File: src/rtl/serial_cmp_pkg.sv
// Shared types and constants for the slice-serial magnitude comparator.
package serial_cmp_pkg;

  localparam int SLICE_W = 3;

  typedef enum logic {
    ST_IDLE = 1'b0,
    ST_RUN  = 1'b1
  } state_t;

  // Cascade register layout is {l, e, g}
  typedef struct packed {
    logic l;
    logic e;
    logic g;
  } casc_t;

  localparam casc_t CASCADE_INIT = 3'b010;

endpackage

File: src/rtl/serial_comparator_ctrl_comparator3.sv
// Combinational 3-bit cascadable magnitude comparator: an unequal slice
// decides, an equal slice passes the cascade input through.
module comparator3
  import serial_cmp_pkg::*;
(
  input  logic [SLICE_W-1:0] a,
  input  logic [SLICE_W-1:0] b,
  input  logic               l,
  input  logic               e,
  input  logic               g,
  output logic               lt,
  output logic               et,
  output logic               gt
);

  always_comb begin
    lt = l;
    et = e;
    gt = g;
    if (a > b) begin
      lt = 1'b0;
      et = 1'b0;
      gt = 1'b1;
    end else if (a < b) begin
      lt = 1'b1;
      et = 1'b0;
      gt = 1'b0;
    end
  end

endmodule

File: src/rtl/serial_comparator_ctrl.sv
// Compares two W-bit operands one 3-bit slice per clock, LSB slice first,
// chaining each slice's verdict into the next through a cascade register.
module serial_comparator_ctrl
  import serial_cmp_pkg::*;
#(
  parameter int N_SLICES = 4,
  parameter int CNT_W    = 4
) (
  input  logic                        clk,
  input  logic                        rst_n,
  input  logic                        start,
  input  logic [SLICE_W*N_SLICES-1:0] a,
  input  logic [SLICE_W*N_SLICES-1:0] b,
  output logic                        busy,
  output logic                        done,
  output logic                        lt,
  output logic                        eq,
  output logic                        gt
);

  localparam int W = SLICE_W * N_SLICES;

  state_t           state, state_n;
  logic [W-1:0]     sa, sa_n, sb, sb_n;
  logic [CNT_W-1:0] cnt, cnt_n;
  casc_t            casc, casc_n;
  logic [2:0]       res, res_n;   // {lt, eq, gt}
  logic             done_r, done_n;
  logic             c_lt, c_et, c_gt;
  logic             last;

  comparator3 u_cmp (
    .a  (sa[SLICE_W-1:0]),
    .b  (sb[SLICE_W-1:0]),
    .l  (casc.l),
    .e  (casc.e),
    .g  (casc.g),
    .lt (c_lt),
    .et (c_et),
    .gt (c_gt)
  );

  assign last = (cnt == CNT_W'(N_SLICES - 1));

  always_comb begin
    state_n = state;
    sa_n    = sa;
    sb_n    = sb;
    cnt_n   = cnt;
    casc_n  = casc;
    res_n   = res;
    done_n  = 1'b0;
    case (state)
      ST_IDLE: begin
        if (start) begin
          sa_n    = a;
          sb_n    = b;
          casc_n  = CASCADE_INIT;
          cnt_n   = '0;
          state_n = ST_RUN;
        end
      end
      ST_RUN: begin
        casc_n = casc_t'({c_lt, c_et, c_gt});
        sa_n   = sa >> SLICE_W;
        sb_n   = sb >> SLICE_W;
        cnt_n  = cnt + CNT_W'(1);
        if (last) begin
          res_n   = {c_lt, c_et, c_gt};
          done_n  = 1'b1;
          state_n = ST_IDLE;
        end
      end
      default: state_n = ST_IDLE;
    endcase
  end

  always_ff @(posedge clk or negedge rst_n) begin
    if (!rst_n) begin
      state  <= ST_IDLE;
      sa     <= '0;
      sb     <= '0;
      cnt    <= '0;
      casc   <= CASCADE_INIT;
      res    <= '0;
      done_r <= 1'b0;
    end else begin
      state  <= state_n;
      sa     <= sa_n;
      sb     <= sb_n;
      cnt    <= cnt_n;
      casc   <= casc_n;
      res    <= res_n;
      done_r <= done_n;
    end
  end

  assign busy         = (state == ST_RUN);
  assign done         = done_r;
  assign {lt, eq, gt} = res;

endmodule

File: config.mk
export PLATFORM = sky130hd
export DESIGN_NAME = serial_comparator_ctrl
export DESIGN_NICKNAME = d
export VERILOG_FILES = /design/src/rtl/serial_cmp_pkg.sv /design/src/rtl/serial_comparator_ctrl_comparator3.sv /design/src/rtl/serial_comparator_ctrl.sv
export SDC_FILE = /design/constraint.sdc
export NUM_CORES = 1
export LEC_CHECK = 0
export ABC_AREA = 0
export BUFFER_PORTS_ARGS = -buffer_cell sky130_fd_sc_hd__buf_2
export CAP_MARGIN = 20
export CORE_UTILIZATION = 54
export DETAILED_ROUTE_END_ITERATION = 7
export GPL_ROUTABILITY_DRIVEN = 0
export GPL_TIMING_DRIVEN = 0
export HOLD_SLACK_MARGIN = 0.02
export PLACE_DENSITY_LB_ADDON = 0.15
export SYNTH_ARGS = -nofsm -noshare
export SYNTH_HDL_FRONTEND = slang
export SYNTH_SLANG_ARGS = --single-unit
File: constraint.sdc
create_clock -name clk -period 1.6 [get_ports clk]
set_input_delay 0.32 -clock clk [delete_from_list [all_inputs] [get_ports clk]]
set_output_delay 0.32 -clock clk [all_outputs]
set_load 0.01 [all_outputs]
======== Yosys cells after proc, flatten, opt, wreduce, memory -nomap -nowiden ========
Index checks and enable logic that the tools add are counted.
word-level totals
  bits in registers ....................... 36
  bits of input ports ..................... 27
  output and inout port bits .............. 5
  logic and storage cells ................. 35
cells by class
  add/sub/neg operators ................... 1
  magnitude comparators ................... 2
  eq/ne operators ......................... 2
  muxes and demuxes ....................... 19
  bitwise operators ....................... 1
  reduce and logical (&&, ||, !) cells .... 1
operators with widths
  kind                                                              number
  12-bit one-hot mux with 2 select lines                            2
  12-bit 2-to-1 mux                                                 2
  1-bit 2-to-1 mux                                                  10
  4-bit one-hot mux with 2 select lines                             1
  3-bit one-hot mux with 2 select lines                             1
  4-bit by 1-bit adder with 4-bit output (second input constant)    1
  4-bit by 2-bit == test with 1-bit output (second input constant)  1
  4-bit 2-to-1 mux                                                  1
  3-bit > comparator                                                1
  3-bit less-than comparator                                        1
  3-bit 2-to-1 mux                                                  1
  2-bit inequality test (second input constant)                     1
  1-bit one-hot mux with 2 select lines                             1
  2-bit AND reduction                                               1
  1-bit NOT                                                         1

======== Depth between registers and ports, before layout ========
  depth after elaboration ................. 4
  depth in mapped cells ................... 5
  gate-level depth less buffers ........... 5

======== By module ========
Synthesis repeated with hierarchy kept, for this count alone.
second synthesis, totals
  cell total of the unflattened synthesis .. 148
  area total of the unflattened synthesis .. 1651.6 sq um
modules (own cells, without submodules)
  module                  instances  cells an instance  area an instance (sq um)  seq. area each (sq um)
  serial_comparator_ctrl  1          134                1552.7                    902.1
  comparator3             1          14                 98.8                      0.0

======== Worst setup path after synthesis ========
OpenSTA, ideal clock, no wires.
  path type ............................... reg2reg
  from .................................... register sa[1]
  to ...................................... register casc[2] (netlist bit)
  library setup time ...................... 82 ps
  data arrival time ....................... 1134 ps
  path slack .............................. 384 ps
  stages on the path, launching flop included .. 5
  path buffers ............................ 0
  path through ............................ dfrtp_1 ha_1 nor2b_1 o22a_1 a31oi_1
on the way
  longest elaborated chain between the ends .. 4
  elaborated cells between the ends (all ways) .. 5
  those cells by class .................... order compare (2); mux (3)
ends and longest elaborated chain
  element                                  line                                      RTL
  start, declared                          serial_comparator_ctrl.sv:24              logic [W-1:0] sa, sa_n, sb, sb_n;
  start signal, assigned                   serial_comparator_ctrl.sv:89              sa <= sa_n;
  3-bit less-than comparator               serial_comparator_ctrl_comparator3.sv:24  end else if (a < b) begin
  1-bit 2-to-1 mux                         serial_comparator_ctrl_comparator3.sv:24
  1-bit 2-to-1 mux *                       serial_comparator_ctrl_comparator3.sv:20  if (a > b) begin
  3-bit one-hot mux with 2 select lines *  serial_comparator_ctrl.sv:53              case (state)
  end signal, assigned                     serial_comparator_ctrl.sv:92              casc <= casc_n;
  end, declared                            serial_comparator_ctrl.sv:26              casc_t casc, casc_n;
Mark *: on every way between the ends. The rest lies on a longest branch, timed or not.
A chain may end at the register's enable or synchronous reset.

======== Worst setup path in the final report ========
Same ends and word-level chain as after synthesis.

==> key figures <==
Outcome
  – Result of the run: finished with violations
  – Failing checks: DRC

Layout
  – Ant diodes: 0
  – Non-filler instance count after layout: 223
  – Area growth, synth to finish: 14.1%
  – Total number of nets in the final design: 223
  – Fraction of final layout cells sized beyond drive strength 1: 0.224

Yosys
  – Top post-synthesis cells by area: sky130_fd_sc_hd__dfrtp_1, sky130_fd_sc_hd__mux2i_1, sky130_fd_sc_hd__o21ai_0
  – Leading cell types by count after synthesis: sky130_fd_sc_hd__dfrtp_1, sky130_fd_sc_hd__mux2i_1, sky130_fd_sc_hd__nand2_1, sky130_fd_sc_hd__o21ai_0, sky130_fd_sc_hd__nor2_1
  – Count of warnings emitted by yosys: 0
  – Share of synthesized flip-flops with an asynchronous set or reset: 1.00
  – Cell accounting for the most synthesized area: sky130_fd_sc_hd__dfrtp_1
  – Most common flop cell mapped by yosys: sky130_fd_sc_hd__dfrtp_1
  – Cell count after synthesis: 155
  – Number of synthesized flops with an enable pin: 0
  – Most common cell in the netlist: sky130_fd_sc_hd__dfrtp_1
  – Avg Cell Area, Syn: 10.8 um2
  – Synthesized netlist net count: 186
  – Number of synthesized register bits: 36
  – Post-synthesis cell type count: 28
  – Portion of synthesized cell area occupied by the leading cell type: 0.525
  – Portion of the post-synthesis area used by sequential elements: 0.541
  – Cell Area, Synth: 1670 um2

Detailed routing
  – Post-DR vias/cell: 5.46
  – Residual antenna-violating net count after detailed routing: 0
  – Count of routing violations after the opening detailed-route iteration: 28
  – Drt total wl: 3200 um
  – Routed WL per cell: 14.4 um
  – Routed vias: 1218
  – DRC: 2
  – Length of the first detailed-routing pass in iterations: 6

Power
  – IR Drop Worst-Case VDD: 0.958 mV
  – Internal power summed over all cells: 0.00196 W
  – Sequential Power Share: 0.451
  – Clock power frac: 0.140
  – Net load switching power: 0.00118 W
  – Part of the power in combinational logic: 0.409
  – LEAKAGE: 0.969 nW
  – Power density over the cells: 1650 nW/um2
  – Sw frac: 0.376

Timing
  – RSZ-0062 raised after global routing: false
  – Worst slew margin: 0.479
  – Final worst-path cycle share: 0.881
  – Achievable Freq: 710 MHz
  – Transition time at the pin with the least slew margin: 0.781 ns
  – Number of hold violations in the final report: 0
  – Total setup violations reported at the end of the flow: 0
  – Worst clock skew: 0.00669 ns
  – Setup total negative slack: 0 ns
  – Post-route minimum period: 1.41 ns
  – Final Max Tran Viols: 0

Worst setup path
  – Critical path start-end classification: flop to flop
  – Type of element capturing the critical path: flop
  – Worst reg-to-reg setup slack: 0.19 ns
  – Critical Path AT: 1.60 ns
  – Beginning of the worst register-to-register path: sa[1]
  – FF-to-FF End: casc[2]
  – Depth of the worst register-to-register path: 4
  – Startpoint kind of the worst setup timing path: flop
  – Maximum fanout count along the critical path: 3
  – Required time at the worst-slack endpoint: 1.79 ns

CTS
  – Clk_lat worst skew: 0.33 ns
  – Total of hold buffers inserted after clock tree synthesis: 0
  – CTS-repair resized insts: 0
  – Number of buffers added for setup after CTS: 0
  – Bufs on Longest Clock Path: 2
  – Max H-tree Level: 2
  – Clock sink count: 36
  – Clk pin slew, worst setup/hold paths: 0.10 ns
  – Clock root buffer: sky130_fd_sc_hd__clkbuf_4
  – CTS tree: done
  – Clock buffers created by TritonCTS: 5

Place
  – Number of input and output port buffers inserted: 30
  – Placed cells: 216
  – Final HPWL DP: 2270 um

Die
  – Cell row count: 19
  – Die boundary height: 57.6 um
  – Die Footprint: 3310 um2
  – Count of pins on the block boundary: 32
  – Starting utilization of the core area: 0.590
  – Core region area: 2830 um2
  – Die Span X: 57.6 um

Run
  – Number of max-cap violations: 0

GRT
  – Grt ovf: 0
  – Maximum number of pins on one net before global-route repair: 37
  – Number of antenna violations at the first check in global routing: 0
  – Fraction of met1 tracks used by global routing: 0.270
  – Via count of the first global-routing pass: 1233
  – Routing layer with the top usage in global route: met2
  – First-pass GRT wire length: 5460 um
  – Met3 usage: 0.0703
  – Total Routing Usage GR: 0.221
  – Met2 GRT Util: 0.367

Hold path
  – Hold Path Class: primary input to asynchronous set/reset pin
==> worst max path at each step <==
stage          start       to  cells past startpoint
6_report       sa[1]  casc[2]                      4
5_1_grt        sb[1]  casc[2]                      5
4_1_cts        sa[1]  casc[2]                      4
3_5_place_dp   sa[1]   res[1]                      4
3_3_place_gp   sa[1]   res[1]                      4
2_1_floorplan  sa[1]  casc[2]                      4
==> flip-flops by register name (all words and copies together) (netlist names) <==
name  cells
sb       12
res       3
sa       12
done      1
busy      1
cnt       4
casc      3
==> cell usage in the layout, fill, tap and decap left out <==
cell type / Yosys / final
sky130_fd_sc_hd__nand2b_1: 1 / 1
sky130_fd_sc_hd__o211ai_1: 1 / 1
sky130_fd_sc_hd__xnor2_1: 1 / 1
sky130_fd_sc_hd__o21ai_0: 21 / 21
sky130_fd_sc_hd__buf_2: 1 / 31
sky130_fd_sc_hd__dfrtp_1: 35 / 35
sky130_fd_sc_hd__a21oi_1: 1 / 1
sky130_fd_sc_hd__clkbuf_4: 0 / 5
sky130_fd_sc_hd__dfstp_2: 1 / 1
sky130_fd_sc_hd__xor2_1: 1 / 1
sky130_fd_sc_hd__inv_1: 7 / 7
sky130_fd_sc_hd__o22a_1: 1 / 1
sky130_fd_sc_hd__nor2b_1: 1 / 1
sky130_fd_sc_hd__nand3_1: 2 / 2
sky130_fd_sc_hd__o21ai_1: 1 / 1
sky130_fd_sc_hd__o22ai_1: 2 / 2
sky130_fd_sc_hd__nand2_1: 21 / 21
sky130_fd_sc_hd__o32ai_1: 1 / 1
sky130_fd_sc_hd__nor2_1: 10 / 10
sky130_fd_sc_hd__and4bb_1: 1 / 1
sky130_fd_sc_hd__buf_4: 3 / 3
sky130_fd_sc_hd__mux2i_1: 26 / 26
sky130_fd_sc_hd__a22o_1: 2 / 2
sky130_fd_sc_hd__and3_1: 1 / 1
sky130_fd_sc_hd__or2_1: 1 / 1
sky130_fd_sc_hd__ha_1: 4 / 4
sky130_fd_sc_hd__clkinv_2: 0 / 1
sky130_fd_sc_hd__clkbuf_1: 4 / 5
sky130_fd_sc_hd__a31oi_1: 2 / 2
sky130_fd_sc_hd__buf_6: 2 / 2
==> final cells by class <==
type	instances	area, um2
clock buffer	6	41.3
tap	31	38.8
fill	248	926
inverter	7	26.3
sequential	36	902
multi-input combinational	102	674
buffer	10	65.1
timing repair buffer	30	150
clock inverter	1	5.00
==> power groups by stage <==
stage | combinational [W] | sequential [W] | clock, W
floorplan | 0.000932 | 0.00141 | 0
global placement | 0.00122 | 0.00141 | 0
detailed placement | 0.00127 | 0.00144 | 0
CTS | 0.00129 | 0.00142 | 0.000452
global route | 0.00147 | 0.00146 | 0.000483
finish | 0.00129 | 0.00142 | 0.000441
==> critical path: stages, from the launching register on <==
cell and delay (ns):
sky130_fd_sc_hd__dfrtp_1 0.41, sky130_fd_sc_hd__ha_1 0.31, sky130_fd_sc_hd__nor2b_1 0.25, sky130_fd_sc_hd__o22a_1 0.22
sky130_fd_sc_hd__a31oi_1 0.08
==> stage by stage <==
step / hold WS (ns) / util / area [um2] / power (W) / setup WS (ns)
2_1_floorplan: 0.0244 / - / 1670 / 0.00234 / 0.384
3_3_place_gp: 0.431 / 0.656 / 1860 / 0.00264 / 0.278
3_5_place_dp: 0.449 / 0.656 / 1860 / 0.00271 / 0.242
4_1_cts: 0.0841 / 0.673 / 1900 / 0.00316 / 0.203
5_1_grt: 0.113 / 0.673 / 1900 / 0.00341 / 0.103
6_report: 0.0629 / 0.673 / 1900 / 0.00315 / 0.191
==> routing by layer <==
metal,part of all wire,up-vias,wire length [um]
met2,0.49,38,1570
met4,0.0084,0,27
met1,0.45,570,1430
met3,0.053,2,170
met5,0,-,0
li1,-,608,-
==> kinds of logic after synthesis <==
kind of cell,share of synthesized area
buffers and inverters,0.0548
DFF,0.541
AOI/OAI and AO/OA,0.110
and+or+nand+nor,0.0983
xor gates and xnor gates,0.0105
muxes,0.156
adders and majority gates,0.0300
Power figures use the tool's default switching activity.
